**config.mk**
```make
export PLATFORM = sky130hd
export DESIGN_NAME = fsm_general
export DESIGN_NICKNAME = d
export VERILOG_FILES = /design/src/rtl/fsm_general.sv
export SDC_FILE = /design/constraint.sdc
export NUM_CORES = 1
export LEC_CHECK = 0
export ABC_AREA = 0
export BUFFER_PORTS_ARGS = -buffer_cell sky130_fd_sc_hd__buf_2
export CAP_MARGIN = 10
export CORE_AREA = 2 2 59 55
export CTS_CLUSTER_DIAMETER = 80
export DETAILED_ROUTE_END_ITERATION = 6
export DIE_AREA = 0 0 61 57
export PLACE_DENSITY = 0.79
export SLEW_MARGIN = 30
export SYNTH_ARGS = -nofsm -noshare
export SYNTH_HDL_FRONTEND = slang
export SYNTH_SLANG_ARGS = --single-unit
export TNS_END_PERCENT = 100
```
**constraint.sdc**
```tcl
create_clock -name clk -period 3.5 [get_ports clk]
set_clock_uncertainty 0.1 [all_clocks]
set_input_delay 1.05 -clock clk [delete_from_list [all_inputs] [get_ports clk]]
set_output_delay 1.05 -clock clk [all_outputs]
set_load 0.05 [all_outputs]
```
**src/rtl/fsm_general.sv**
```systemverilog
// -----------------------------------------------------------------------------
// fsm_general -- top-level sequencing FSM for the init / write / read engines.
//
// Walks a fixed cycle: init (b/c), optional user write (d/e), read (f/g),
// refresh dwell (h), then loops back to write or read. Each done-wait state
// (c/e/g) is guarded by a timeout that drops the machine into an error dwell
// (i), after which it performs a full re-init from state a.
//
// Ports:
//   clk       in   sole clock
//   reset     in   synchronous, active-high
//   fin_I     in   one-cycle done pulse from the init sequencer
//   fin_W     in   one-cycle done pulse from the write sequencer
//   fin_L     in   one-cycle done pulse from the read sequencer
//   prog_req  in   level request to write user-programmed data
//   ctrl_G    out  [3:0] registered state code for the general decoder
//   prog_ack  out  one-cycle pulse, coincident with entry to f after a write
//   busy      out  high while in states b..g
//   err       out  high while in state i
// -----------------------------------------------------------------------------
module fsm_general #(
  parameter int REFRESH_CYCLES = 1000,
  parameter int TIMEOUT_CYCLES = 4095,
  parameter int CNT_W          = 16
) (
  input  logic       clk,
  input  logic       reset,
  input  logic       fin_I,
  input  logic       fin_W,
  input  logic       fin_L,
  input  logic       prog_req,
  output logic [3:0] ctrl_G,
  output logic       prog_ack,
  output logic       busy,
  output logic       err
);

  // State encoding doubles as the ctrl_G code, so the output is the register.
  typedef enum logic [3:0] {
    S_A = 4'd0,  // reset / idle, one cycle
    S_B = 4'd1,  // init start
    S_C = 4'd2,  // wait fin_I
    S_D = 4'd3,  // write start
    S_E = 4'd4,  // wait fin_W
    S_F = 4'd5,  // read start
    S_G = 4'd6,  // wait fin_L
    S_H = 4'd7,  // refresh dwell
    S_I = 4'd8   // error dwell
  } state_t;

  // Counter values on the last cycle of a dwell / timeout window. The counter
  // starts at 0 on state entry, so N cycles end when it reads N-1.
  localparam logic [CNT_W-1:0] REF_LAST = CNT_W'(REFRESH_CYCLES - 1);
  localparam logic [CNT_W-1:0] TMO_LAST = CNT_W'(TIMEOUT_CYCLES - 1);
  localparam logic [CNT_W-1:0] CNT_MAX  = {CNT_W{1'b1}};

  state_t           state, state_nx;
  logic [CNT_W-1:0] cnt, cnt_nx;
  logic             prog_ack_nx, busy_nx, err_nx;
  logic             counting;
  logic             tmo_hit;
  logic             ref_hit;

  assign counting = (state == S_C) || (state == S_E) || (state == S_G) ||
                    (state == S_H) || (state == S_I);
  assign tmo_hit  = (cnt == TMO_LAST);
  assign ref_hit  = (cnt == REF_LAST);

  // ---------------------------------------------------------------------------
  // State register (also holds the counter and the registered outputs so they
  // change on the same edge as ctrl_G).
  // ---------------------------------------------------------------------------
  // NOTE: sequential state uses non-blocking assignments so every register
  // samples the pre-edge values of its neighbours, independent of block order.
  always_ff @(posedge clk) begin
    if (reset) begin
      state    <= S_A;
      cnt      <= '0;
      prog_ack <= 1'b0;
      busy     <= 1'b0;
      err      <= 1'b0;
    end else begin
      state    <= state_nx;
      cnt      <= cnt_nx;
      prog_ack <= prog_ack_nx;
      busy     <= busy_nx;
      err      <= err_nx;
    end
  end

  // ---------------------------------------------------------------------------
  // Next-state logic. A done pulse beats a coincident timeout because the
  // done test is evaluated first. Done pulses that do not belong to the
  // current wait state are simply not looked at.
  // ---------------------------------------------------------------------------
  // NOTE: every always_comb output gets a default on entry so no path can
  // leave it unassigned and infer a latch.
  always_comb begin
    state_nx = state;
    case (state)
      S_A: state_nx = S_B;
      S_B: state_nx = S_C;
      S_C: begin
        if (fin_I)        state_nx = prog_req ? S_D : S_F;
        else if (tmo_hit) state_nx = S_I;
      end
      S_D: state_nx = S_E;
      S_E: begin
        if (fin_W)        state_nx = S_F;
        else if (tmo_hit) state_nx = S_I;
      end
      S_F: state_nx = S_G;
      S_G: begin
        if (fin_L)        state_nx = S_H;
        else if (tmo_hit) state_nx = S_I;
      end
      S_H: if (ref_hit) state_nx = prog_req ? S_D : S_F;
      S_I: if (ref_hit) state_nx = S_A;
      default: state_nx = S_A;  // unreachable codes recover via re-init
    endcase
  end

  // Wait counter: cleared on any state change, saturates instead of wrapping.
  always_comb begin
    cnt_nx = cnt;
    if (state_nx != state)              cnt_nx = '0;
    else if (counting && cnt != CNT_MAX) cnt_nx = cnt + CNT_W'(1);
  end

  // ---------------------------------------------------------------------------
  // Output logic: decoded from the next state so the registered flags line up
  // with the registered ctrl_G on the same cycle.
  // ---------------------------------------------------------------------------
  always_comb begin
    prog_ack_nx = (state == S_E) && fin_W;
    busy_nx     = (state_nx == S_B) || (state_nx == S_C) || (state_nx == S_D) ||
                  (state_nx == S_E) || (state_nx == S_F) || (state_nx == S_G);
    err_nx      = (state_nx == S_I);
  end

  assign ctrl_G = state;

endmodule

```
==> flow_metrics.py, run 1 <==
metrics = {
    "placed_design": {
        "dpl_cell_area_um2": 1470,
        "dp_hpwl_um": 2230,
        "place.gp.congestion": 0.904,
        "dp_slack_ns": 0.729,
        "io_buffer_count": 12,
    },
    "setup_path": {
        "cp.arrival_ns": 2.71,
        "end_kind": "flip-flop",
        "cp_max_fo": 9,
        "cpPeakStageDelay_ns": 0.60,
        "start_kind": "flip-flop",
        "cp_cell_sequence": "or4_1 > or4_4 > o31ai_4 > a21o_1 > nand3b_4 > nor2_1",
        "worstSetupPathType": "reg -> reg",
        "crit_required_ns": 3.62,
        "cpMaxStageDelayCell": "or4_4",
        "cp-startpoint": "cnt[12]",
        "reg2reg_from": "cnt[12]",
    },
    "power": {
        "peakVddDrop_v": 0.000186,
        "switching_share_pct": 36.5,
        "pwr-share-comb_pct": 29.5,
        "power.switching_uw": 221,
        "p_clk_share_pct": 19.8,
        "power_leakage_uw": 0.000535,
        "seqPwrFrac_pct": 50.7,
        "pwr_density_cell_nw_per_um2": 404,
        "p_int_uw": 384,
        "power_uw": 605,
    },
    "clock_tree": {
        "clk_path_buf_depth": 2,
        "postCtsSetupBuffers": 0,
        "root_buffer": "clkbuf_4",
        "clk_latency_ns": 0.31,
        "ctsResizeCount": 0,
        "cts_num_sinks": 23,
        "cts_made_buffers": 3,
        "tritoncts": "yes",
        "cts_hold_buffers": 0,
        "htree_num_levels": 1,
        "clkSlewWorstSetupHoldPaths_ns": 0.12,
    },
    "drt": {
        "wl_per_cell_um": 13.6,
        "first_pass_iters": 4,
        "route.vias.total": 1290,
        "drt-total-wl_um": 2960,
        "viasPerCell": 5.94,
        "detail-route-antenna-nets": 0,
        "route.detailed.drc": 0,
        "drt-initial-drc-count": 121,
    },
    "sta": {
        "finalHoldViolCount": 0,
        "final_max_slew_viol_count": 0,
        "worst_slack_ns": 0.910,
        "worst_pin_slew_ns": 0.540,
        "setup-violations-final": 0,
        "fmax_mhz": 386,
        "post-route-min-period_ns": 2.59,
        "setup_tns_ns": 0,
        "slew_headroom_pct": 63.8,
        "fin_crit_sh_pct": 74.0,
        "rsz0062_at_grt": "no",
    },
    "final_layout": {
        "fill_cells": 295,
        "final_nets": 184,
        "area_growth_pct": 7.85,
        "final_core_util_pct": 51.1,
        "stdcell_area_um2": 1500,
        "num_antenna_cells": 0,
        "final_cell_mix": "dfxtp_1, nor2_1, buf_2, nand2_1, xor2_1",
        "final_common_cell": "dfxtp_1",
        "drive_gt1_share_pct": 12.0,
    },
    "synthesis": {
        "synth_flop_cell": "dfxtp_1",
        "ys_seq_area_share_pct": 33.2,
        "synth-simple-area-share_pct": 33.2,
        "muxShareOfSynthArea_pct": 1.62,
        "async_reset_ff_share_pct": 0,
        "synth-adder-area-share_pct": 1.81,
        "synth_top_family_by_area": "simple AND/OR/NAND/NOR gates",
        "syn_area_um2": 1390,
        "avgSynthCellArea_um2": 8.40,
        "syn_inst": 165,
        "yosys_warnings": 0,
        "ys_types": 47,
        "synth_xor_area_share_pct": 8.84,
        "synth_edf_count": 0,
        "syn_nets": 173,
        "synth_seq_cells": 23,
        "synth-compound-area-share_pct": 17.0,
    },
    "floorplanning": {
        "coreArea_um2": 2920,
        "dieWidth_um": 61,
        "die_area_um2": 3480,
        "initial_utilization_pct": 47.4,
        "die_h_um": 57,
        "rows": 19,
        "pin_count": 13,
    },
    "global_routing": {
        "overflow": 0,
        "antenna_found_initial": 0,
        "grt_use_total_pct": 18.2,
        "grt_first_pass_wirelength_um": 4890,
        "grt_max_degree": 18,
        "grt_pass1_vias": 1160,
    },
    "min_path": {
        "min-delay-start": "cnt[11]",
        "hold_class": "reg -> reg",
    },
    "status": {
        "status": "finished, final reports clean",
    },
    "flow_run": {
        "max-cap-violations": 0,
    },
}
## power by group through the flow
| stage | clock (µW) | combinational [µW] | sequential, µW |
|---|---|---|---|
| 2_1_floorplan | 0 | 132 | 324 |
| 3_5_place_dp | 0 | 178 | 312 |
| 5_1_grt | 136 | 196 | 312 |
| 3_3_place_gp | 0 | 174 | 310 |
| 4_1_cts | 125 | 179 | 306 |
| 6_report | 120 | 178 | 307 |
## critical path, delay by kind of cell, from the launching register on
| family | cells | cell delay, ns |
|---|---|---|
| and+or+nand+nor | 4 | 1.47 |
| AOI/OAI and AO/OA | 2 | 0.57 |
| DFF | 1 | 0.37 |
## cell usage after synthesis (2+ instances only)
library cell / number / area, µm²
o21ai_0: 3 / 15.0
o21a_1: 2 / 15.0
nand2_1: 11 / 41.3
dfxtp_1: 23 / 460
nand4_1: 9 / 56.3
a211oi_1: 2 / 15.0
ha_1: 2 / 25.0
and4_1: 3 / 26.3
xnor2_1: 4 / 35.0
mux2_2: 2 / 22.5
o211ai_1: 4 / 30.0
nor3_1: 2 / 10.0
inv_1: 8 / 30.0
nor2_1: 19 / 71.3
nor2b_1: 2 / 12.5
or4_1: 2 / 15.0
clkbuf_1: 5 / 18.8
nand3b_1: 2 / 15.0
and2_1: 5 / 31.3
and3_1: 6 / 37.5
a21oi_1: 6 / 30.0
nor4b_1: 3 / 26.3
xor2_1: 10 / 87.6
nand3_1: 7 / 35.0
## stage by stage
| stage | std cells | hold WS, ns |
|---|---|---|
| 6_report | 217 | 0.455 |
| 5_1_grt | 217 | 0.492 |
| 2_1_floorplan | 165 | 0.385 |
| 3_5_place_dp | 213 | 0.434 |
| 4_1_cts | 217 | 0.457 |
| 3_3_place_gp | 213 | 0.404 |
## final cells by class
type / instances / area [µm²] / area share, %
tap: 42 / 52.6 / 3.51
sequential: 23 / 460 / 30.8
multi-input combinational: 128 / 866 / 57.9
inverter: 8 / 30.0 / 2.01
timing repair buffer: 12 / 60.1 / 4.02
clock buffer: 4 / 26.3 / 1.76
## path summary, 6_finish.rpt
path | cells past startpoint | to | slack (ns)
setup / recovery | 6 | cnt[9] | 0.91
hold / removal | 2 | cnt[11] | 0.46
setup reg to reg | 6 | cnt[9] | 0.91
hold reg to reg | 2 | cnt[11] | 0.46
## state kept, by name, indices dropped and copies added (netlist names)
name	flops
busy	1
cnt	16
ctrl_G	4
err	1
prog_ack	1
## layer usage
metal	GRT usage, %	wire length [µm]	up-vias
met1	23.7	1330	610
met5	0	0	-
met2	30.6	1420	52
li1	-	-	626
met3	4.08	181	2
met4	3.73	18	0
## cells by family after synthesis
| group | count (synthesis) |
|---|---|
| buf+inv | 14 |
| xor+xnor | 14 |
| fa+ha+maj | 2 |
| compound gates | 31 |
| simple gates | 79 |
| mux | 2 |
| flops | 23 |
No activity file was read; power rests on OpenSTA's default activity.
==> run 2: changes to the inputs <==
Settings changed: PLACE_DENSITY 0.79 to 0.82.
Clock period 3.5 ns to 2.2 ns, I/O delays scaled along.
==> flow_metrics.py, run 2 (synthesis results as in run 1) <==
metrics = {
    "global_routing": {
        "grt_max_degree": 16,
        "grt_first_pass_wirelength_um": 5910,
        "grt_use_total_pct": 22.2,
        "overflow": 0,
        "grt_pass1_vias": 1336,
        "antenna_found_initial": 0,
    },
    "drt": {
        "detail-route-antenna-nets": 0,
        "drt-total-wl_um": 3400,
        "viasPerCell": 5.84,
        "drt-initial-drc-count": 55,
        "route.detailed.drc": 0,
        "first_pass_iters": 4,
        "route.vias.total": 1385,
        "wl_per_cell_um": 14.4,
    },
    "sta": {
        "finalHoldViolCount": 0,
        "post-route-min-period_ns": 2.22,
        "setup_tns_ns": -0.0521,
        "rsz0062_at_grt": "yes",
        "slew_headroom_pct": 67.9,
        "final_max_slew_viol_count": 0,
        "worst_slack_ns": -0.0151,
        "worst_pin_slew_ns": 0.477,
        "fin_crit_sh_pct": 101,
        "setup-violations-final": 5,
        "fmax_mhz": 451,
    },
    "clock_tree": {
        "htree_num_levels": 1,
        "postCtsSetupBuffers": 0,
        "clk_latency_ns": 0.32,
        "root_buffer": "clkbuf_4",
        "cts_hold_buffers": 0,
        "clk_path_buf_depth": 2,
        "cts_num_sinks": 23,
        "cts_made_buffers": 3,
        "clkSlewWorstSetupHoldPaths_ns": 0.13,
        "tritoncts": "yes",
    },
    "power": {
        "power_leakage_uw": 0.000650,
        "peakVddDrop_v": 0.000422,
        "pwr_density_cell_nw_per_um2": 609,
        "power_uw": 1040,
    },
    "placed_design": {
        "place.gp.congestion": 0.886,
        "dp_slack_ns": -0.147,
        "dp_hpwl_um": 2560,
        "io_buffer_count": 12,
        "dpl_cell_area_um2": 1630,
    },
    "final_layout": {
        "final_core_util_pct": 58.3,
        "stdcell_area_um2": 1700,
        "num_antenna_cells": 0,
        "final_common_cell": "buf_4",
        "area_growth_pct": 22.9,
        "final_cell_mix": "buf_4, dfxtp_1, nor2_1, buf_2, nand2_1",
        "largest_register_ffs": 16,
        "final_nets": 204,
        "drive_gt1_share_pct": 31.3,
        "max_flop_register": "cnt",
    },
    "floorplanning": {
        "die_h_um": 57,
        "initial_utilization_pct": 47.4,
        "coreArea_um2": 2920,
        "pin_count": 13,
        "die_area_um2": 3480,
        "rows": 19,
        "dieWidth_um": 61,
    },
    "min_path": {
        "hold_class": "in -> reg",
    },
    "status": {
        "status": "finished, violations left",
        "violations": "negative setup slack",
    },
    "setup_path": {
        "start_kind": "flip-flop",
        "crit_required_ns": 2.32,
        "cp_max_fo": 8,
        "end_kind": "flip-flop",
        "cp.arrival_ns": 2.33,
        "worstSetupPathType": "reg -> reg",
    },
    "flow_run": {
        "max-cap-violations": 0,
    },
}
-- run 2: cell count changes in the layout (fill, tap and decap cells not counted), moves of 5 or more --
| cell | previous run | this run |
|---|---|---|
| nor2_2 | 0 | 5 |
| dfxtp_1 | 23 | 16 |
| nor2_1 | 19 | 14 |
| dfxtp_2 | 0 | 7 |
| buf_4 | 0 | 19 |
-- run 2: metal layers --
metal | up-vias | wire [µm] | global-route usage, %
li1 | 667 | - | -
met1 | 663 | 1500 | 29.5
met2 | 47 | 1650 | 34.9
met3 | 8 | 191 | 4.76
met4 | 0 | 60 | 8.70
met5 | - | 0 | 0
-- run 2: repair_timing --
item	in CTS	in global routing
endpoints found under the setup margin	16	18
resized for setup	3	15
pin swaps	5	11
-- run 2: power by group --
part	total, µW	switching (µW)	leakage (µW)	internal [µW]
Combinational	370	229	0.000443	140
Clock	199	131	0.0000177	68.1
Sequential	469	32.5	0.000190	437
Total	1040	393	0.000650	645
-- run 2: metrics by stage --
| stage | std cells | hold slack [ns] |
|---|---|---|
| 2_1_floorplan | 165 | 0.385 |
| 3_3_place_gp | 233 | 0.445 |
| 3_5_place_dp | 233 | 0.467 |
| 4_1_cts | 237 | 0.420 |
| 5_1_grt | 237 | 0.413 |
| 6_report | 237 | 0.424 |
-- run 2: final cells by class --
cell class / instances / area [µm²]
timing repair buffer: 32 / 214
tap: 42 / 52.6
multi-input combinational: 128 / 911
inverter: 8 / 30.0
sequential: 23 / 469
fill: 265 / 1220
clock inverter: 1 / 5.00
clock buffer: 3 / 22.5
-- run 2: final timing paths --
path / from / to / slack, ns / cells past startpoint
max reg2reg: cnt[12] / cnt[1] / -0.02 / 6
min reg2reg: cnt[1] / cnt[1] / 0.48 / 2
min: reset / ctrl_G[3] / 0.42 / 2
max: cnt[12] / cnt[1] / -0.02 / 6
-- run 2: worst max-delay path: stages (launching register included) --
cell and delay (ns):
dfxtp_2 0.35, or4_4 0.53, or4_4 0.47, o31ai_4 0.20, a21o_1 0.20, nand3b_4 0.22
a211oi_2 0.05
